`src/rtl/sd_block_arbiter.sv`:
```
// sd_block_arbiter: round-robin serialiser of per-channel SD block requests onto the hps_io
// sd_rd/sd_wr/sd_ack handshake. Optional watchdog abort enabled by defining SD_ARB_TIMEOUT_EN.

module sd_block_arbiter #(
  parameter int NUM_CH    = 3,
  parameter int LBA_W     = 32,
  parameter int TIMEOUT_W = 24
) (
  input  logic                    clk_sys,
  input  logic                    reset,
  input  logic [NUM_CH-1:0]       req_rd,
  input  logic [NUM_CH-1:0]       req_wr,
  input  logic [NUM_CH*LBA_W-1:0] req_lba,
  input  logic [NUM_CH-1:0]       sd_ack,
  output logic [NUM_CH-1:0]       sd_rd,
  output logic [NUM_CH-1:0]       sd_wr,
  output logic [NUM_CH*LBA_W-1:0] sd_lba,
  output logic [NUM_CH-1:0]       busy,
  output logic [NUM_CH-1:0]       done,
  output logic [NUM_CH-1:0]       err,
  output logic [2:0]              active_ch
);

  localparam int CH_W = (NUM_CH > 1) ? $clog2(NUM_CH) : 1;

  if (NUM_CH < 1 || NUM_CH > 8 || LBA_W < 1 || TIMEOUT_W < 1) begin : g_param_check
    $error("sd_block_arbiter: unsupported parameter set");
  end

  typedef enum logic [1:0] {IDLE, REQ, XFER} state_t;

  state_t            state, state_next;
  logic [NUM_CH-1:0] pend_rd, pend_wr, ack_q;
  logic [LBA_W-1:0]  pend_lba [NUM_CH];
  logic [CH_W-1:0]   cur_ch, ptr, pick_ch;
  logic              pick_valid, served_wr;
  logic              ack_rise, ack_fall, tmo_hit;
  logic              grant, abort, xfer_done;
  logic [NUM_CH-1:0] cur_oh, pick_oh, clr_rd, clr_wr;
  logic [NUM_CH-1:0] pend_rd_next, pend_wr_next;
  logic [NUM_CH-1:0] sd_rd_next, sd_wr_next, busy_next, done_next, err_next;

  function automatic logic [NUM_CH-1:0] onehot(input logic [CH_W-1:0] c);
    logic [NUM_CH-1:0] v;
    for (int i = 0; i < NUM_CH; i++) v[i] = (c == CH_W'(i));
    return v;
  endfunction

  // Round-robin scan starts just after the last served channel; ptr itself is checked last.
  always_comb begin
    int              idx;
    logic [CH_W-1:0] cand;
    pick_valid = 1'b0;
    pick_ch    = '0;
    idx        = 0;
    cand       = '0;
    for (int k = 1; k <= NUM_CH; k++) begin
      idx = int'(ptr) + k;
      if (idx >= NUM_CH) idx = idx - NUM_CH;
      cand = CH_W'(idx);
      if (!pick_valid && (pend_rd[cand] || pend_wr[cand])) begin
        pick_valid = 1'b1;
        pick_ch    = cand;
      end
    end
  end

  // Edges are judged against the ack sampled last cycle, so an ack already high at grant is no rise.
  assign ack_rise = sd_ack[cur_ch] & ~ack_q[cur_ch];
  assign ack_fall = ~sd_ack[cur_ch] & ack_q[cur_ch];

`ifdef SD_ARB_TIMEOUT_EN
  logic [TIMEOUT_W-1:0] tmo_cnt;

  always_ff @(posedge clk_sys) begin
    if (reset || state_next != state) tmo_cnt <= '0;
    else if (state != IDLE)           tmo_cnt <= tmo_cnt + 1'b1;
  end

  assign tmo_hit = (state != IDLE) && (&tmo_cnt);
`else
  assign tmo_hit = 1'b0;
`endif

  always_ff @(posedge clk_sys) begin
    if (reset) state <= IDLE;
    else       state <= state_next;
  end

  always_comb begin
    state_next = state;
    case (state)
      IDLE: if (pick_valid) state_next = REQ;
      REQ: begin
        if (ack_rise)     state_next = XFER;
        else if (tmo_hit) state_next = IDLE;
      end
      XFER: begin
        if (ack_fall)     state_next = IDLE;
        else if (tmo_hit) state_next = IDLE;
      end
      default: state_next = IDLE;
    endcase
  end

  // The served pending bit is only cleared in REQ; requests arriving later stay queued as new work.
  always_comb begin
    grant     = (state == IDLE) && pick_valid;
    xfer_done = (state == XFER) && ack_fall;
    abort     = tmo_hit && (((state == REQ) && !ack_rise) || ((state == XFER) && !ack_fall));
    cur_oh    = onehot(cur_ch);
    pick_oh   = onehot(pick_ch);

    clr_rd = '0;
    clr_wr = '0;
    if ((state == REQ) && (ack_rise || abort)) begin
      if (served_wr) clr_wr = cur_oh;
      else           clr_rd = cur_oh;
    end
    pend_rd_next = (pend_rd & ~clr_rd) | req_rd;
    pend_wr_next = (pend_wr & ~clr_wr) | req_wr;

    sd_rd_next = '0;
    sd_wr_next = '0;
    if (grant) begin
      if (pend_wr[pick_ch]) sd_wr_next = pick_oh;
      else                  sd_rd_next = pick_oh;
    end else if ((state == REQ) && !ack_rise && !abort) begin
      sd_rd_next = sd_rd;
      sd_wr_next = sd_wr;
    end

    done_next = xfer_done ? cur_oh : '0;
    err_next  = abort ? cur_oh : '0;

    busy_next = pend_rd_next | pend_wr_next;
    if (grant)                   busy_next = busy_next | pick_oh;
    else if (state_next != IDLE) busy_next = busy_next | cur_oh;
  end

  always_ff @(posedge clk_sys) begin
    if (reset) begin
      pend_rd   <= '0;
      pend_wr   <= '0;
      ack_q     <= '0;
      sd_rd     <= '0;
      sd_wr     <= '0;
      sd_lba    <= '0;
      busy      <= '0;
      done      <= '0;
      err       <= '0;
      cur_ch    <= '0;
      served_wr <= 1'b0;
      ptr       <= CH_W'(NUM_CH - 1);
      for (int i = 0; i < NUM_CH; i++) pend_lba[i] <= '0;
    end else begin
      pend_rd <= pend_rd_next;
      pend_wr <= pend_wr_next;
      ack_q   <= sd_ack;
      sd_rd   <= sd_rd_next;
      sd_wr   <= sd_wr_next;
      busy    <= busy_next;
      done    <= done_next;
      err     <= err_next;
      if (grant) begin
        cur_ch    <= pick_ch;
        served_wr <= pend_wr[pick_ch];
      end
      if (xfer_done || abort) ptr <= cur_ch;
      for (int i = 0; i < NUM_CH; i++) begin
        if (req_rd[i] || req_wr[i]) pend_lba[i] <= req_lba[i*LBA_W +: LBA_W];
        if (grant && (pick_ch == CH_W'(i))) sd_lba[i*LBA_W +: LBA_W] <= pend_lba[i];
      end
    end
  end

  assign active_ch = 3'(cur_ch);

endmodule
```
`config.mk`:
```
export PLATFORM = sky130hd
export DESIGN_NAME = sd_block_arbiter
export DESIGN_NICKNAME = d
export VERILOG_FILES = /design/src/rtl/sd_block_arbiter.sv
export SDC_FILE = /design/constraint.sdc
export NUM_CORES = 1
export LEC_CHECK = 0
export ABC_AREA = 1
export CAP_MARGIN = 20
export CORE_ASPECT_RATIO = 0.9
export CORE_MARGIN = 3
export CORE_UTILIZATION = 30
export CTS_CLUSTER_DIAMETER = 50
export DETAILED_ROUTE_END_ITERATION = 8
export DONT_BUFFER_PORTS = 1
export MAX_ROUTING_LAYER = met4
export SETUP_SLACK_MARGIN = 0.4
export SYNTH_ARGS = -nofsm -noshare
export SYNTH_HDL_FRONTEND = slang
export SYNTH_SLANG_ARGS = --single-unit
```
`constraint.sdc`:
```
create_clock -name clk_sys -period 2.31 [get_ports clk_sys]
set_input_delay 0.462 -clock clk_sys [delete_from_list [all_inputs] [get_ports clk_sys]]
set_output_delay 0.462 -clock clk_sys [all_outputs]
set_load 0.03 [all_outputs]
```
### After elaboration in Yosys (flattened, before gate mapping)

Memories as Yosys holds them, arrays and structs flattened. A register that Yosys moved wholly into a read port is not among the register bits.
Cells that the tools add are included.

| cells by class | value |
|---|---|
| equality and inequality tests | 7 |
| $add $sub $neg | 6 |
| reduce and logical (&&, ||, !) cells | 23 |
| bitwise gates (word level) | 17 |
| mux-type cells | 56 |
| order comparisons | 8 |

Operators by type and width:

| operator | number |
|---|---|
| two-way mux 32 bit | 3 |
| two-way mux 3 bit | 11 |
| two-way mux 1 bit | 23 |
| binary-select mux 1 bit (select 2 bit) | 9 |
| two-way mux 2 bit | 9 |
| < comparator 2 x 3 -> 1 bit (second input constant) | 5 |
| bitwise OR 3 bit | 5 |
| greater-or-equal comparator 3 x 2 -> 1 bit (second input constant) | 3 |
| logical AND 1 bit | 9 |
| adder 2 x 2 -> 3 bit (second input constant) | 2 |
| AND 3 bit | 2 |
| == test 2 x 1 -> 1 bit (second input constant) | 3 |
| == test 2 bit (second input constant) | 3 |
| zero test 2 bit | 3 |
| logical OR 1 bit | 6 |
| NOT 3 bit | 2 |
| one-hot mux 2 bit (3 select lines) | 1 |
| subtractor 2 bit (second input constant) | 3 |
| adder 2 x 1 -> 3 bit (second input constant) | 1 |
| zero test 1 bit | 3 |
| NOT 1 bit | 3 |
| bitwise OR 1 bit | 3 |
| AND 1 bit | 2 |
| inequality test 2 bit (second input constant) | 1 |
| other kinds (2) | 2 |

| storage, ports and cells | value |
|---|---|
| memories | 1 |
| input port bits | 107 |
| output and inout port bits | 114 |
| bits in writable memories | 96 |
| register bits | 28 |
| logic and storage cells | 129 |

Memories:

| memory | words | bits a word | read ports | clocked after memory_dff | wr ports | line | RTL |
|---|---|---|---|---|---|---|---|
| pend_lba | 3 | 32 | 3 | 3 | 3 | 34 | `logic [LBA_W-1:0] pend_lba [NUM_CH];` |

### Longest topological paths before layout

Gate-level depths: netlist of the first run.

| depth | value |
|---|---|
| depth after elaboration | 18 |
| depth in mapped cells | 15 |
| mapped depth without buffers | 15 |

### Worst setup path after synthesis of the first run

OpenSTA, ideal clock, no wires.

| timing | value |
|---|---|
| path kind | register to register |
| start point | register ptr[0] |
| end point | register sd_lba[0], read port of pend_lba |
| setup slack | 47 ps |
| path buffers | 2 |
| library setup time | 116 ps |
| clock period less this slack | 2263 ps |
| data arrival time | 2147 ps |
| data required time | 2194 ps |
| cell stages (with the launch flop) | 15 |
| path through | dfxtp_1 > inv_1 > ha_1 > buf_6 > nand2_1 > nand2_1 > nand2_2 > nor2_1 > a21boi_2 > nand3_4 > nor2_8 > inv_4 > buf_6 > nor2_2 > nor2_1 |

| between the ends | value |
|---|---|
| cells in the longest elaborated chain, start to end | 15 |
| elaborated cells on any way between the ends | 40 |
| classes of those cells | add/sub (6); order compare (3); mux (21); reduce/logical (10) |

Ends and longest elaborated chain:

| what | line | RTL |
|---|---|---|
| start: declaration | 35 | `logic [CH_W-1:0] cur_ch, ptr, pick_ch;` |
| start signal: assignment | 154 | `ptr <= CH_W'(NUM_CH - 1);` |
| start signal: assignment | 169 | `if (xfer_done \|\| abort) ptr <= cur_ch;` |
| adder 2 x 1 -> 3 bit | 58 | `idx = int'(ptr) + k;` |
| greater-or-equal comparator 3 x 2 -> 1 bit / subtractor 2 bit (equally long branches) | 59 | `if (idx >= NUM_CH) idx = idx - NUM_CH;` |
| two-way mux 2 bit | 59 |  |
| binary-select mux 1 bit (select 2 bit) | 61 | `if (!pick_valid && (pend_rd[cand] \|\| pend_wr[cand])) begin` |
| two-way mux 1 bit (implied by the code) | 61 |  |
| logical OR 1 bit | 61 |  |
| two-way mux 1 bit | 61 |  |
| zero test 1 bit | 61 |  |
| logical AND 1 bit | 61 |  |
| two-way mux 1 bit | 61 |  |
| zero test 1 bit | 61 |  |
| logical AND 1 bit | 61 |  |
| two-way mux 2 bit / two-way mux 1 bit (equally long branches) | 61 |  |
| zero test 2 bit / logical AND 1 bit (equally long branches) | 172, 108 |  |
| logical AND 1 bit (*) | 172 | `if (grant && (pick_ch == CH_W'(i))) sd_lba[i*LBA_W +: LBA_W] <= pend_lba[i];` |
| end: declaration | 17 | `output logic [NUM_CH*LBA_W-1:0] sd_lba,` |

Mark *: on every way between the ends. The rest lies on a longest branch, timed or not. The select of a mux whose other input is x is not followed.
A chain may end at the register's enable or synchronous reset.

### Worst setup path in the final report of the first run

| timing | value |
|---|---|
| start point | register ptr[0] |
| end point | register sd_lba[68], read port of pend_lba |

| between the ends | value |
|---|---|
| cells in the longest elaborated chain, start to end | 15 |
| elaborated cells on any way between the ends | 40 |
| classes of those cells | add/sub (6); order compare (3); eq/ne (1); mux (21); reduce/logical (9) |

Ends and longest elaborated chain:

| what | line |
|---|---|
| adder 2 x 1 -> 3 bit | 58 |
| greater-or-equal comparator 3 x 2 -> 1 bit / subtractor 2 bit (equally long branches) | 59 |
| two-way mux 2 bit | 59 |
| binary-select mux 1 bit (select 2 bit) | 61 |
| two-way mux 1 bit (implied by the code) | 61 |
| logical OR 1 bit | 61 |
| two-way mux 1 bit | 61 |
| zero test 1 bit | 61 |
| logical AND 1 bit | 61 |
| two-way mux 1 bit | 61 |
| zero test 1 bit | 61 |
| logical AND 1 bit | 61 |
| two-way mux 2 bit / two-way mux 1 bit (equally long branches) | 61 |
| == test 2 bit / logical AND 1 bit (equally long branches) | 172, 108 |
| logical AND 1 bit (*) | 172 |

Marks and branches as above.

==> flow_metrics.py, run 1 <==
metrics = {
    "outcome": {
        "status": "completed",
    },
    "critical_path": {
        "r2r_end": "sd_lba[68]",
        "rrSetupSlack_ns": 0.09,
        "critPathMaxStageDelay_ns": 0.37,
        "path_class": "flip-flop to flip-flop",
        "cp_cell_sequence": "inv_4 > ha_4 > inv_4 > nand3_4 > nand2_4 > nor2_4 > buf_4 > nand3_4 > nand2_4 > inv_4 > buf_4 > nand2_8 > clkbuf_16 > o21ai_1 > nor2_1",
        "crit_family": "simple AND/OR/NAND/NOR gates",
        "required_ns": 2.77,
        "path_max_fanout": 8,
        "cp_common_cell": "inv_4",
        "crit_path_top_delay_cell": "dfxtp_4",
        "critPathBufInv": 6,
        "worstSetupEndpointType": "flip-flop",
        "reg2reg_from": "ptr[0]",
        "arrival_ns": 2.68,
        "reg2reg_depth": 15,
        "start_kind": "flip-flop",
    },
    "global_route": {
        "grt_max_degree": 52,
        "antenna_found_initial": 0,
        "grt_first_pass_wirelength_mm": 33.7,
        "globalRouteOverflowTotal": 0,
        "grt_pass1_vias": 6175,
        "grt_usage": 0.135,
    },
    "synthesis": {
        "synth_most_common_cell": "nor2_1",
        "syn_avg_cell_area_um2": 9.30,
        "synth_top_area_frac": 0.328,
        "synthesis.area_um2": 8780,
        "synth_cell_types": 33,
        "synth_ff_type": "dfxtp_1",
        "syn_inst": 944,
        "synth.ff_latch_count": 220,
        "synth_top_area_cell": "edfxtp_1",
        "ys_seq_area_frac": 0.611,
        "ys_top_cells_by_area": "edfxtp_1, dfxtp_1, nor2_1",
        "synth_common_cells": "nor2_1, dfxtp_1, inv_1",
        "synth_edf_count": 96,
        "synthArstFlopShare": 0,
        "ys_warn_count": 0,
    },
    "placement": {
        "gp_congestion": 0.810,
        "io_buffers": 0,
        "place_ws_ns": -0.0723,
        "placed_area_um2": 9340,
        "dpl.cell_count": 1321,
        "hpwl_mm": 13.8,
    },
    "power": {
        "vdd_drop_max_mv": 0.622,
        "pwr_density_cell_nw_per_um2": 1030,
        "p_leak_nw": 4.77,
    },
    "die": {
        "die_h_um": 168,
        "io_pins": 221,
        "num_rows": 58,
        "initial_core_util": 0.309,
        "core_um2": 28400,
        "dieArea_um2": 31400,
        "die_w_um": 186,
    },
    "detailed_routing": {
        "wl_per_cell_um": 15.3,
        "routed_wl_mm": 21.6,
        "route.met2.wl_mm": 9.92,
        "drtPass1Iterations": 6,
        "vias": 6124,
        "route.met3.wl_mm": 1.79,
        "drt-met1-wl_mm": 9.22,
        "drtIter0Drc": 262,
        "top_layer": "met4",
        "viasPerCell": 4.35,
        "antenna_left": 0,
        "drcViolationCount": 0,
    },
    "timing": {
        "tightest_slew_ns": 0.830,
        "setup_viol_count_final": 0,
        "post-route-min-period_ns": 2.22,
        "tns_ns": 0,
        "max_slew_margin": 0.445,
        "rsz0062_at_grt": "true",
        "clock_skew_ns": 0.0133,
        "fin_crit_sh": 0.962,
        "fmax_mhz": 450,
        "drv_slew": 0,
        "hold_violations": 0,
        "setup_ws_ns": 0.0878,
    },
    "cts": {
        "insertion_delay_ns": 0.53,
        "htree_levels": 1,
        "root_buffer": "clkbuf_16",
        "clk_pin_slew_worst_paths_ns": 0.06,
        "tritoncts": "yes",
        "cts_sinks": 220,
        "cts_buffers": 29,
        "cts_buffer_depth": 3,
    },
    "hold_path": {
        "hold_path_end": "ack_q[0]",
        "min_path_type": "primary input to flip-flop",
        "hold_depth": 2,
        "hp-start": "sd_ack[0]",
    },
    "cells_and_area": {
        "diodes": 0,
        "fin_cells": 1408,
        "drive_gt1_frac": 0.232,
        "design_area_um2": 11000,
        "final_nets": 1106,
        "synthToLayoutAreaGrowth_pct": 25.8,
    },
    "flow_run": {
        "cap_violations": 0,
    },
}
[registers in the layout, summed over array words and instances, names as in the netlist]
signal and count:
pend_wr 3, served_wr 1, ptr 2, sd_wr 3, sd_rd 3, done 3, pend_lba 96, ack_q 3
busy 3, cur_ch 2, sd_lba 96, pend_rd 3, state 2
[cell type report]
cell class | count | area, um2
Clock buffer | 35 | 778
Sequential cell | 220 | 5370
Timing Repair Buffer | 63 | 717
Tap cell | 390 | 488
Clock inverter | 18 | 208
Fill cell | 2785 | 17300
Multi-Input combinational cell | 550 | 2950
Inverter | 132 | 534
[per-stage QoR]
stage / total power [mW] / hold slack, ns / utilization
finish: 11.4 / 0.0364 / 0.389
global route: 11.9 / 0.0166 / 0.389
CTS: 11.4 / 0.00445 / 0.378
detailed placement: 6.57 / 0.464 / 0.329
global placement: 6.55 / 0.454 / 0.329
floorplan: 6.22 / 0.447 / -
[kinds of logic (layout without fill, tap and decap cells)]
logic type / Yosys count / after routing / share of synthesized area
other cells: 1 / 4 / 0.000427
flops: 220 / 220 / 0.611
buf+inv: 178 / 248 / 0.0930
compound gates: 125 / 125 / 0.0741
fa+ha+maj: 3 / 3 / 0.00428
simple gates: 417 / 418 / 0.217
[cells in the final DEF (no fill, tap or decap), types with 3 or more instances in the layout]
master / instances
nand3_1: 15
inv_1: 118
inv_4: 4
clkbuf_16: 33
nand2_2: 6
bufinv_16: 3
o21ai_0: 30
o21ai_2: 4
inv_8: 4
a21oi_1: 18
clkinv_4: 5
nand3_4: 6
edfxtp_1: 96
o21ai_1: 66
nor2_2: 36
dfxtp_1: 121
clkinv_2: 4
nand2_4: 5
buf_12: 9
nand4_1: 7
clkbuf_8: 3
buf_6: 5
conb_1: 4
clkbuf_1: 3
nor3_1: 3
a21oi_2: 3
nand2_1: 54
nand3_2: 4
nor2_4: 39
inv_2: 5
buf_4: 42
nor2_1: 239
[routing by layer]
metal | up-vias | GRT usage
li1 | 3084 | -
met3 | 43 | 0.0512
met2 | 173 | 0.214
met4 | 0 | 0.0384
met1 | 2824 | 0.162
met5 | - | -
[where the power goes]
part | internal, mW | switching, mW
Combinational | 0.651 | 0.918
Clock | 2.76 | 1.73
Sequential | 4.50 | 0.804
Total | 7.92 | 3.45
[timing repair]
action,CTS,global route
pin swaps,12,4
setup buffers,20,6
hold endpoints to repair,20,0
endpoints found under the setup margin,106,120
gates cloned,3,4
resized for setup,40,53
hold buffers,1,0
[how the worst max path moves through the flow]
stage          startpoint             end  slack [ns]  depth (start not counted)
2_1_floorplan       reset  pend_lba[1][0]        0.14                          4
3_3_place_gp       ptr[0]      sd_lba[19]       -0.02                         14
3_5_place_dp       ptr[0]      sd_lba[31]       -0.07                         14
4_1_cts            ptr[0]      sd_lba[63]        0.14                         14
5_1_grt            ptr[0]      sd_lba[19]       -0.06                         14
6_report           ptr[0]      sd_lba[68]        0.09                         15
[worst reg2reg max path, delay by kind of cell, from the launching register on]
family | cells | cell delay (ns)
AND/OR/NAND/NOR | 7 | 0.76
buffers and inverters | 6 | 0.66
flip-flops | 1 | 0.37
adder cells (fa/ha/maj) | 1 | 0.32
AO/OA/AOI/OAI | 1 | 0.05
Power figures use the tool's default switching activity.
==> run 2, diff against run 1 <==
CORE_MARGIN = 8   (was 3)
CTS_BUF_LIST = sky130_fd_sc_hd__clkbuf_2   (was default)
==> flow_metrics.py, run 2 (synthesis gave the netlist of run 1 again) <==
metrics = {
    "timing": {
        "max_slew_margin": 0.596,
        "fmax_mhz": 431,
        "whs_ns": -0.320,
        "setup_viol_count_final": 1,
        "fin_crit_sh": 1.00,
        "clock_skew_ns": 0.0484,
        "drv_slew": 0,
        "setup_ws_ns": -0.00980,
        "tightest_slew_ns": 0.606,
        "rsz0062_at_grt": "true",
        "hold_violations": 18,
        "post-route-min-period_ns": 2.32,
    },
    "outcome": {
        "violations": "hold timing, setup timing",
        "status": "complete, but fails checks",
    },
    "critical_path": {
        "r2r_end": "sd_lba[14]",
        "arrival_ns": 3.04,
        "reg2reg_from": "ptr[0]",
        "worstSetupEndpointType": "flip-flop",
        "start_kind": "flip-flop",
        "rrSetupSlack_ns": -0.01,
        "required_ns": 3.03,
        "reg2reg_depth": 15,
        "path_max_fanout": 8,
        "path_class": "flip-flop to flip-flop",
    },
    "cells_and_area": {
        "final_cell_mix": "nor2_1, inv_1, dlygate4sd3_1, edfxtp_1, clkbuf_2",
        "multi_input_comb_area_um2": 2870,
        "largest_registers": "pend_lba: 96 flops, sd_lba: 96 flops",
        "mostFrequentLayoutCell": "nor2_1",
        "final_nets": 1239,
        "regArea_um2": 5500,
        "synthToLayoutAreaGrowth_pct": 33.9,
        "fill_cells": 2809,
        "drive_gt1_frac": 0.291,
    },
    "detailed_routing": {
        "vias": 6886,
        "wl_per_cell_um": 16.1,
        "viasPerCell": 4.37,
        "routed_wl_mm": 25.3,
        "drtIter0Drc": 313,
        "drcViolationCount": 0,
        "drtPass1Iterations": 5,
        "antenna_left": 0,
    },
    "power": {
        "vdd_drop_max_mv": 0.518,
        "pwr_density_cell_nw_per_um2": 833,
        "p_leak_nw": 5.19,
    },
    "die": {
        "initial_core_util": 0.304,
        "io_pins": 221,
        "core_um2": 28900,
        "die_w_um": 196,
        "dieArea_um2": 35000,
        "die_h_um": 178,
        "num_rows": 59,
    },
    "cts": {
        "cts_buffers": 56,
        "tritoncts": "yes",
        "root_buffer": "clkbuf_2",
        "insertion_delay_ns": 0.87,
        "htree_levels": 2,
        "cts_buffer_depth": 3,
        "postCtsHoldBufs": 107,
        "cts_sinks": 220,
        "clk_pin_slew_worst_paths_ns": 0.11,
    },
    "placement": {
        "place_ws_ns": -0.109,
        "hpwl_mm": 14.9,
        "io_buffers": 0,
        "gp_congestion": 0.865,
    },
    "global_route": {
        "antenna_found_initial": 1,
        "grt_first_pass_wirelength_mm": 36.9,
        "grt_pass1_vias": 6864,
        "globalRouteOverflowTotal": 0,
        "grt_max_degree": 59,
        "grt_usage": 0.137,
    },
    "hold_path": {
        "hold_path_end": "cur_ch[0]",
        "hold_depth": 1,
        "hp-start": "reset",
        "min_path_type": "primary input to flip-flop",
    },
    "flow_run": {
        "cap_violations": 0,
    },
}
[run 2: routing by layer]
| metal | share of wire | GRT usage |
|---|---|---|
| met3 | 0.090 | 0.0541 |
| met1 | 0.40 | 0.147 |
| met5 | 0 | - |
| met4 | 0.019 | 0.0499 |
| met2 | 0.49 | 0.229 |
[run 2: worst max-delay path, stage by stage, from the launching register on]
cell and delay [ns]:
dfxtp_4 0.38, inv_4 0.05, ha_4 0.33, inv_4 0.06, nand3_4 0.09, nand2_4 0.06
nor2_4 0.18, nand2_2 0.09, nor2_2 0.16, nand2_2 0.13, nand3_4 0.11, nor2_8 0.05
buf_12 0.15, clkbuf_16 0.17, o21ai_1 0.12, nor2_1 0.05
[run 2: report_power, final]
group	leakage, nW	internal, mW	switching (mW)
Combinational	2.67	0.744	0.960
Clock	0.410	1.14	1.61
Sequential	2.11	4.52	0.817
Total	5.19	6.40	3.39
[run 2: timing repair]
action,in CTS,in global routing
pin swaps,12,17
gates resized for setup,40,131
hold endpoints to repair,124,18
endpoints found under the setup margin,218,229
gates cloned,2,8
buffers inserted,26,8
[run 2: worst max-delay path by stage]
stage	startpoint	endpoint	slack (ns)	depth (start not counted)
after floorplan	reset	pend_lba[1][0]	0.14	4
after global placement	ptr[0]	sd_lba[19]	-0.09	14
after detailed placement	ptr[0]	sd_lba[19]	-0.11	14
after CTS	sd_lba[32]	sd_lba[32]	0.17	0
after global routing	ptr[0]	served_wr	-0.1	16
final	ptr[0]	sd_lba[14]	-0.01	15
[run 2: per-stage QoR]
step	total power [mW]	instances	area (um2)	TNS, ns	utilization
final	9.79	1574	11800	-0.00980	0.407
after global routing	10.4	1573	11800	-3.20	0.407
after CTS	9.72	1555	11200	0	0.389
after detailed placement	6.53	1316	9230	-3.45	0.320
after global placement	6.50	1316	9230	-0.690	0.320
after floorplan	6.22	947	8860	0	-
[run 2: area by class of cell]
cell class	count	share of cell area
Tap cell	396	0.0422
Antenna cell	3	0.000639
Clock buffer	89	0.0379
Clock inverter	15	0.00788
Inverter	132	0.0469
Sequential cell	220	0.468
Multi-Input combinational cell	550	0.244
Timing Repair inverter	2	0.00213
Timing Repair Buffer	167	0.150
==> run 3, diff against run 2 <==
CORE_UTILIZATION = 59   (was 30)
PLACE_DENSITY = 0.78   (was default)
==> flow_metrics.py, run 3 (synthesis gave the netlist of run 1 again) <==
metrics = {
    "placement": {
        "io_buffers": 0,
        "place_ws_ns": -0.0726,
        "hpwl_mm": 13.5,
        "gp_congestion": 0.919,
    },
    "timing": {
        "fin_crit_sh": 1.03,
        "drv_slew": 0,
        "fmax_mhz": 419,
        "hold_violations": 0,
        "post-route-min-period_ns": 2.38,
        "tightest_slew_ns": 0.955,
        "setup_viol_count_final": 9,
        "clock_skew_ns": 0.0489,
        "max_slew_margin": 0.363,
        "setup_ws_ns": -0.0738,
        "rsz0062_at_grt": "true",
    },
    "critical_path": {
        "path_max_fanout": 6,
        "start_kind": "flip-flop",
        "worstSetupEndpointType": "flip-flop",
        "crit_path_top_delay_cell": "dfxtp_4",
        "required_ns": 3.03,
        "critPathMaxStageDelay_ns": 0.37,
        "reg2reg_depth": 16,
        "cp_cell_sequence": "inv_4 > ha_4 > buf_6 > buf_6 > nor2_2 > a21oi_2 > nand2_2 > nand3_4 > nand3_4 > buf_12 > buf_8 > nor2_4 > buf_6 > buf_16 > o21ai_2 > nor2_1",
        "cp_common_cell": "buf_6",
        "path_class": "flip-flop to flip-flop",
        "arrival_ns": 3.11,
    },
    "global_route": {
        "grt_first_pass_wirelength_mm": 38.3,
        "grt_usage": 0.262,
        "grt_pass1_vias": 7530,
        "grt_max_degree": 58,
        "antenna_found_initial": 6,
        "globalRouteOverflowTotal": 0,
    },
    "die": {
        "die_w_um": 145,
        "dieArea_um2": 19000,
        "die_h_um": 132,
        "io_pins": 221,
        "initial_core_util": 0.601,
        "num_rows": 42,
        "core_um2": 14600,
    },
    "power": {
        "vdd_drop_max_mv": 0.531,
        "p_leak_nw": 5.29,
        "pwr_density_cell_nw_per_um2": 860,
        "p_total_mw": 9.96,
    },
    "cells_and_area": {
        "largest_registers": "pend_lba: 96 flops, sd_lba: 96 flops",
        "mostFrequentLayoutCell": "nor2_1",
        "synthToLayoutAreaGrowth_pct": 31.9,
        "fin_util": 0.793,
        "final_nets": 1260,
        "drive_gt1_frac": 0.277,
        "final_cell_mix": "nor2_1, inv_1, dfxtp_1, dlygate4sd3_1, edfxtp_1",
    },
    "detailed_routing": {
        "viasPerCell": 5.36,
        "drcViolationCount": 0,
        "routed_wl_mm": 26.2,
        "drtPass1Iterations": 6,
        "drtIter0Drc": 616,
        "wl_per_cell_um": 18.7,
        "vias": 7486,
        "antenna_left": 0,
    },
    "cts": {
        "cts_sinks": 220,
        "root_buffer": "clkbuf_2",
        "cts_buffers": 54,
        "insertion_delay_ns": 0.80,
        "clk_pin_slew_worst_paths_ns": 0.11,
        "tritoncts": "yes",
        "htree_levels": 2,
        "cts_buffer_depth": 3,
    },
    "hold_path": {
        "min_path_type": "primary input to flip-flop",
        "hold_depth": 6,
    },
    "outcome": {
        "status": "complete, but fails checks",
        "violations": "setup timing",
    },
    "flow_run": {
        "cap_violations": 0,
    },
}
## run 3: changes by cell type in the layout (fill, tap and decap cells not counted), sizes merged
cell          before  now
nor2             315  316
clkbuf            93   94
dlymetal6s4s       0    1
diode              3    6
clkinvlp           1    0
clkinv            15    9
buf               56   79
dlygate4sd3      107  105
inv              132  133
## run 3: layout make-up
class,count,area (um2)
flip-flops and latches,220,5390
multi-input cells,551,2860
well taps,198,248
clock inverters,9,61.3
clock buffers,90,450
diodes,6,15.0
inverters,132,542
repair inverters,2,20.0
fillers,891,3030
repair buffers,189,2000
## run 3: power breakdown
part / switching, mW / total (mW) / leakage, nW / internal [mW]
Combinational: 1.05 / 1.92 / 2.80 / 0.876
Sequential: 0.820 / 5.32 / 2.09 / 4.50
Clock: 1.60 / 2.72 / 0.403 / 1.12
## run 3: through the flow
stage                     setup TNS (ns)  cell area, um2  hold slack (ns)  std cells
after floorplan                        0            8860            0.447        947
after global placement            -0.288            9070            0.451       1134
final                             -0.197           11600            0.128       1397
after detailed placement           -1.82            9070            0.464       1134
after global routing               -4.03           11600            0.109       1397
after CTS                              0           11200           0.0834       1372
## run 3: worst paths after layout
check	start	slack [ns]	endpoint
hold reg to reg	pend_lba[1][21]	0.48	sd_lba[53]
setup / recovery	ptr[0]	-0.07	sd_lba[29]
setup reg to reg	ptr[0]	-0.07	sd_lba[29]
hold / removal	sd_ack[2]	0.13	state[1]
## run 3: layer usage
layer  global-route usage  up-vias  share of wire
met5                    -        -              0
met4                0.128        0          0.038
met3               0.0883       96          0.098
met2                0.433      425           0.51
met1                0.276     3539           0.36
li1                     -     3426              -
## run 3: what timing repair did
action	4_1_cts	5_1_grt
hold endpoints to repair	129	0
pin swaps	17	30
gates cloned	6	5
endpoints found under the setup margin	105	310
hold buffers	106	0
buffers inserted	27	14
gates resized for setup	63	58
## run 3: critical path, delay by kind of cell (launching register included)
kind | cells | cell delay [ns]
flops | 1 | 0.37
buf+inv | 7 | 0.81
simple gates | 6 | 0.62
compound gates | 2 | 0.20
fa+ha+maj | 1 | 0.31
